`config.mk`:
```
export PLATFORM = sky130hd
export DESIGN_NAME = link_transmitter
export DESIGN_NICKNAME = d
export VERILOG_FILES = /design/src/rtl/link_pkg.sv /design/src/rtl/link_tx_fifo.sv /design/src/rtl/link_transmitter.sv
export SDC_FILE = /design/constraint.sdc
export NUM_CORES = 1
export LEC_CHECK = 0
export BUFFER_PORTS_ARGS = -buffer_cell sky130_fd_sc_hd__buf_2
export CORE_MARGIN = 4
export CORE_UTILIZATION = 35
export CTS_CLUSTER_DIAMETER = 30
export DETAILED_ROUTE_END_ITERATION = 10
export REMOVE_ABC_BUFFERS = 1
export SETUP_SLACK_MARGIN = 0.05
export SYNTH_ARGS = -nofsm -noshare
export SYNTH_HDL_FRONTEND = slang
export SYNTH_SLANG_ARGS = --single-unit
```
`constraint.sdc`:
```
create_clock -name LINK_CLK -period 2.8 [get_ports LINK_CLK]
set_clock_uncertainty 0.15 [all_clocks]
set_input_delay 0 -clock LINK_CLK [delete_from_list [all_inputs] [get_ports LINK_CLK]]
set_output_delay 0 -clock LINK_CLK [all_outputs]
set_load 0.05 [all_outputs]
```
`src/rtl/link_pkg.sv`:
```
// rtl/link_pkg.sv - shared widths, FSM encodings and bit-order helper for the serial link
package link_pkg;

  localparam int LINK_WORD_W = 16;
  localparam int LINK_CNT_W  = 4;

  // Words are indexed [0:15]; index 0 is the first bit on the wire.
  typedef logic [0:LINK_WORD_W-1] link_word_t;

  localparam logic [1:0] ST_IDLE  = 2'd0;
  localparam logic [1:0] ST_SHIFT = 2'd1;
  localparam logic [1:0] ST_GAP   = 2'd2;

  // Bit order shared with the receiver: word index 0 travels first and is
  // reassembled into DATA_OUT[0] on the far side.
  localparam bit LINK_INDEX0_FIRST = 1'b1;

  // Bit of a word that goes on the wire during serial slot cnt.
  function automatic logic link_bit(input link_word_t w, input logic [LINK_CNT_W-1:0] cnt);
    if (LINK_INDEX0_FIRST) begin
      return w[cnt];
    end else begin
      return w[~cnt];
    end
  endfunction

endpackage

```
`src/rtl/link_tx_fifo.sv`:
```
// rtl/link_tx_fifo.sv - synchronous FIFO buffering words ahead of the serialiser
module link_tx_fifo #(
  parameter int DEPTH = 4,
  parameter int WIDTH = 16
) (
  input  logic                   clk_i,
  input  logic                   rst_i,
  input  logic                   push_i,
  input  logic [WIDTH-1:0]       data_i,
  input  logic                   pop_i,
  output logic [WIDTH-1:0]       data_o,
  output logic [$clog2(DEPTH):0] level_o,
  output logic                   full_o,
  output logic                   empty_o
);

  localparam int AW = $clog2(DEPTH);
  localparam int LW = AW + 1;

  logic [WIDTH-1:0] mem_q [DEPTH];
  logic [AW-1:0]    wr_ptr_q;
  logic [AW-1:0]    rd_ptr_q;
  logic [LW-1:0]    level_q;
  logic [LW-1:0]    level_d;
  logic             full_q;
  logic             empty_q;
  logic             do_push;
  logic             do_pop;

  // A full FIFO refuses pushes even when a pop frees a slot in the same cycle.
  assign do_push = push_i && !full_q;
  assign do_pop  = pop_i && !empty_q;

  // Next occupancy; simultaneous push and pop cancel out.
  always_comb begin
    level_d = level_q;
    if (do_push && !do_pop) begin
      level_d = level_q + 1'b1;
    end else if (!do_push && do_pop) begin
      level_d = level_q - 1'b1;
    end
  end

  // Pointers, level and registered full/empty flags.
  always_ff @(posedge clk_i) begin
    if (rst_i) begin
      wr_ptr_q <= '0;
      rd_ptr_q <= '0;
      level_q  <= '0;
      full_q   <= 1'b0;
      empty_q  <= 1'b1;
    end else begin
      if (do_push) begin
        wr_ptr_q <= wr_ptr_q + 1'b1;
      end
      if (do_pop) begin
        rd_ptr_q <= rd_ptr_q + 1'b1;
      end
      level_q <= level_d;
      full_q  <= (level_d == LW'(DEPTH));
      empty_q <= (level_d == '0);
    end
  end

  // Storage; stale entries are harmless because the pointers define validity.
  always_ff @(posedge clk_i) begin
    if (do_push) begin
      mem_q[wr_ptr_q] <= data_i;
    end
  end

  assign data_o  = mem_q[rd_ptr_q];
  assign level_o = level_q;
  assign full_o  = full_q;
  assign empty_o = empty_q;

endmodule

```
`src/rtl/link_transmitter.sv`:
```
// rtl/link_transmitter.sv - buffered 16-bit serialiser driving S_OUT/SYNC to the link receiver
module link_transmitter
  import link_pkg::*;
#(
  parameter int FIFO_DEPTH = 4,
  parameter int IDLE_GAP   = 0
) (
  input  logic                        LINK_CLK,
  input  logic                        RESET,
  input  link_word_t                  DATA_IN,
  input  logic                        DATA_VALID,
  output logic                        DATA_READY,
  output logic                        S_OUT,
  output logic                        SYNC,
  output logic                        BUSY,
  output logic [$clog2(FIFO_DEPTH):0] FIFO_LEVEL
);

  localparam int LVL_W    = $clog2(FIFO_DEPTH) + 1;
  localparam int GAP_W    = (IDLE_GAP > 1) ? $clog2(IDLE_GAP) : 1;
  localparam int GAP_LOAD = (IDLE_GAP > 0) ? IDLE_GAP - 1 : 0;

  link_word_t             fifo_data;
  logic [LVL_W-1:0]       fifo_level;
  logic                   fifo_full;
  logic                   fifo_empty;
  logic                   pop;
  logic                   take_next;

  logic [1:0]             state_q, state_d;
  logic [LINK_CNT_W-1:0]  cnt_q, cnt_d;
  link_word_t             word_q, word_d;
  logic [GAP_W-1:0]       gap_q, gap_d;
  logic                   s_out_q, s_out_d;
  logic                   sync_q, sync_d;
  logic                   busy_q, busy_d;

  link_tx_fifo #(
    .DEPTH (FIFO_DEPTH),
    .WIDTH (LINK_WORD_W)
  ) u_fifo (
    .clk_i   (LINK_CLK),
    .rst_i   (RESET),
    .push_i  (DATA_VALID),
    .data_i  (DATA_IN),
    .pop_i   (pop),
    .data_o  (fifo_data),
    .level_o (fifo_level),
    .full_o  (fifo_full),
    .empty_o (fifo_empty)
  );

  // Shifter FSM: walk the held word bit by bit, optionally idle, then reload from the FIFO.
  always_comb begin
    state_d   = state_q;
    cnt_d     = cnt_q;
    word_d    = word_q;
    gap_d     = gap_q;
    s_out_d   = 1'b0;
    sync_d    = 1'b0;
    busy_d    = 1'b0;
    pop       = 1'b0;
    take_next = 1'b0;

    case (state_q)
      ST_SHIFT: begin
        if (cnt_q != LINK_CNT_W'(LINK_WORD_W - 1)) begin
          cnt_d   = cnt_q + 1'b1;
          s_out_d = link_bit(word_q, cnt_d);
          sync_d  = (cnt_d == LINK_CNT_W'(LINK_WORD_W - 1));
          busy_d  = 1'b1;
        end else if (IDLE_GAP > 0) begin
          state_d = ST_GAP;
          gap_d   = GAP_W'(GAP_LOAD);
          busy_d  = 1'b1;
        end else begin
          take_next = 1'b1;
        end
      end
      ST_GAP: begin
        if (gap_q != '0) begin
          gap_d  = gap_q - 1'b1;
          busy_d = 1'b1;
        end else begin
          take_next = 1'b1;
        end
      end
      default: begin
        take_next = 1'b1;
      end
    endcase

    // Loading straight out of the last bit keeps streaming free of dead cycles.
    if (take_next) begin
      if (!fifo_empty) begin
        pop     = 1'b1;
        word_d  = fifo_data;
        cnt_d   = '0;
        state_d = ST_SHIFT;
        s_out_d = link_bit(fifo_data, '0);
        busy_d  = 1'b1;
      end else begin
        state_d = ST_IDLE;
      end
    end
  end

  // State and registered outputs; reset aborts any word in flight without a SYNC.
  always_ff @(posedge LINK_CLK) begin
    if (RESET) begin
      state_q <= ST_IDLE;
      cnt_q   <= '0;
      word_q  <= '0;
      gap_q   <= '0;
      s_out_q <= 1'b0;
      sync_q  <= 1'b0;
      busy_q  <= 1'b0;
    end else begin
      state_q <= state_d;
      cnt_q   <= cnt_d;
      word_q  <= word_d;
      gap_q   <= gap_d;
      s_out_q <= s_out_d;
      sync_q  <= sync_d;
      busy_q  <= busy_d;
    end
  end

  assign S_OUT      = s_out_q;
  assign SYNC       = sync_q;
  assign BUSY       = busy_q;
  assign DATA_READY = !fifo_full;
  assign FIFO_LEVEL = fifo_level;

endmodule

```
==> results_dict.tcl <==
set metrics [dict create \
    synthCells 261 \
    ios 26 \
    synth_area_mm2 0.00394 \
    rows 38 \
    cp-end-kind "flip-flop" \
    h-tree-depth 3 \
    grt_max_degree 35 \
    gr-total-overflow 0 \
    required_ns 2.85 \
    core_area_mm2 0.0109 \
    place_ws_ns 0.569 \
    power.total_mw 4.32 \
    synth_ff_type "edfxtp_1" \
    min_path_type "primary input to flip-flop" \
    routabilityCongestion 0.726 \
    final_area_mm2 0.00470 \
    period_needed_ns 2.24 \
    fmax_mhz 445 \
    slew_headroom 0.573 \
    dpl-instance-area_mm2 0.00422 \
    wl_um 6800 \
    fin_crit_sh 0.802 \
    area_delta_synth_final_pct 19.4 \
    first_pass_iters 4 \
    ctsResizeCount 0 \
    portBuffers 25 \
    synth-seq-area-share 0.666 \
    antenna_found_initial 0 \
    num_vias 2167 \
    criticalPathCategory "flip-flop to flip-flop" \
    dieHeight_um 114 \
    placed_cells 420 \
    finalNetCount 335 \
    worst_pin_slew_ns 0.641 \
    grt_pass1_vias 2191 \
    cp_max_fo 5 \
    ant_nets 0 \
    tritoncts "done" \
    ys_warn_count 0 \
    n_antenna_cell 0 \
    post_drt_wl_per_cell_um 15.0 \
    maxCapViolations 0 \
    p_leak_nw 1.66 \
    cts-root-buf "clkbuf_16" \
    worstPathArrival_ns 2.30 \
    final_cells 452 \
    power_density_mw_per_mm2 918 \
    rsz0062_at_grt "false" \
    start_util 0.360 \
    cp-start-kind "flip-flop" \
    synth.avg_cell_area_um2 15.1 \
    fp.dieW_um 114 \
    fill_cells 1025 \
    layout-drive-gt1-share 0.228 \
    synth-seq-cells 99 \
    dp_hpwl_um 4270 \
    clk_pin_slew_worst_paths_ns 0.06 \
    final_core_util 0.430 \
    finalHoldViolCount 0 \
    clock_sinks 99 \
    outcome "completed" \
    drc 0 \
    grt_pass1_wl_um 11300 \
    worstSkewPairLatency_ns 0.34 \
    setup_tns_ns 0 \
    drtIter0Drc 75 \
    vias_per_cell 4.79 \
    grt_use_total 0.113 \
    async_reset_ff_frac 0 \
    setup_viol 0 \
    synth_edf_count 64 \
    numCtsBuffers 9 \
    slew_viol_final 0 \
    clock_path_buffers 2 \
    hold_ws_ns 0.0247 \
    setup_slack_ns 0.555 \
    post_cts_buffers 0 \
    die-area_mm2 0.0130 \
    synth.distinct_cells 39 \
    max-vdd-ir-drop_mv 0.569 \
]
[cell usage in the layout (no fill, tap or decap), types with 2 or more instances in the layout]
cell type / count
a211oi_1: 2
a21o_1: 2
a21oi_1: 21
a21oi_2: 2
and2_1: 4
buf_2: 25
buf_4: 10
bufinv_16: 2
clkbuf_16: 9
dfxtp_1: 35
dlygate4sd3_1: 17
edfxtp_1: 64
ha_1: 8
inv_1: 9
inv_6: 2
mux4_1: 5
mux4_2: 16
nand2_1: 37
nand3_1: 4
nor2_1: 10
nor3_1: 2
o211ai_1: 2
xnor2_1: 3
xor2_1: 4
[state kept, by name (all words and copies together), names as in the netlist, named ones only]
register	flops
BUSY	1
SYNC	1
S_OUT	1
cnt_q	4
state_q	1
u_fifo.empty_o	1
u_fifo.full_o	1
u_fifo.level_o	3
u_fifo.mem_q	64
u_fifo.rd_ptr_q	2
u_fifo.wr_ptr_q	2
word_q	16
[what timing repair did]
| action | in CTS | in global routing |
|---|---|---|
| hold buffers | 17 | 0 |
| hold endpoints to repair | 65 | 0 |
| setup endpoints to repair | 0 | 0 |
[path summary, 6_finish.rpt]
kind | slack, ns | endpoint | cells past startpoint | from
worst min-delay path | 0.02 | u_fifo.level_o[1] | 2 | RESET
worst max register to register | 0.56 | S_OUT | 6 | cnt_q[0]
worst min register to register | 0.31 | word_q[9] | 2 | word_q[9]
worst max-delay path | 0.56 | S_OUT | 6 | cnt_q[0]
[synthesized netlist by cell type (2+ instances only)]
| library cell | instances | area, um2 |
|---|---|---|
| clkbuf_1 | 6 | 22.5 |
| ha_1 | 8 | 100 |
| a21oi_2 | 2 | 17.5 |
| nor2_1 | 10 | 37.5 |
| nand3_1 | 4 | 20.0 |
| and2_1 | 4 | 25.0 |
| dfxtp_1 | 35 | 701 |
| mux4_1 | 5 | 131 |
| a21oi_1 | 21 | 105 |
| inv_1 | 9 | 33.8 |
| xnor2_1 | 3 | 26.3 |
| a21o_1 | 2 | 15.0 |
| mux4_2 | 16 | 360 |
| nand2_1 | 37 | 139 |
| a211oi_1 | 2 | 15.0 |
| edfxtp_1 | 64 | 1920 |
| clkbuf_8 | 2 | 27.5 |
| o211ai_1 | 2 | 15.0 |
| buf_2 | 5 | 25.0 |
| xor2_1 | 4 | 35.0 |
| nor3_1 | 2 | 10.0 |
[layout make-up]
class | instances | area, um2 | area share
Clock buffer | 10 | 229 | 0.0487
Sequential cell | 99 | 2620 | 0.558
Tap cell | 140 | 175 | 0.0373
Multi-Input combinational cell | 137 | 1180 | 0.252
Clock inverter | 5 | 86.3 | 0.0184
Timing Repair Buffer | 52 | 370 | 0.0788
Inverter | 9 | 33.8 | 0.00719
[worst max-delay path, cell delays in order (launching register included)]
cell and delay [ns]:
dfxtp_1 0.33, inv_1 0.06, ha_1 0.38, mux4_1 0.56, mux4_2 0.49, nand3_2 0.09, a21oi_2 0.05
[kinds of logic (layout without fill, tap and decap cells)]
family,count (synthesis),count (layout),share of synthesized area
DFF,99,99,0.666
and+or+nand+nor,66,66,0.0801
AOI/OAI and AO/OA,34,34,0.0521
buffers and inverters,25,76,0.0334
muxes,22,22,0.127
adders and majority gates,8,8,0.0254
xor gates and xnor gates,7,7,0.0156
[power by group]
part           switching (mW)  internal (mW)  total [mW]
Sequential              0.140           1.79        1.93
Combinational           0.592          0.496        1.09
Clock                   0.511          0.786        1.30
Total                    1.24           3.07        4.32
[metal layers]
metal,share of wire,GRT usage
met5,0,0
met2,0.46,0.175
met3,0.037,0.0333
met4,0.019,0.0475
met1,0.48,0.150
(Power assumes the default switching activity.)
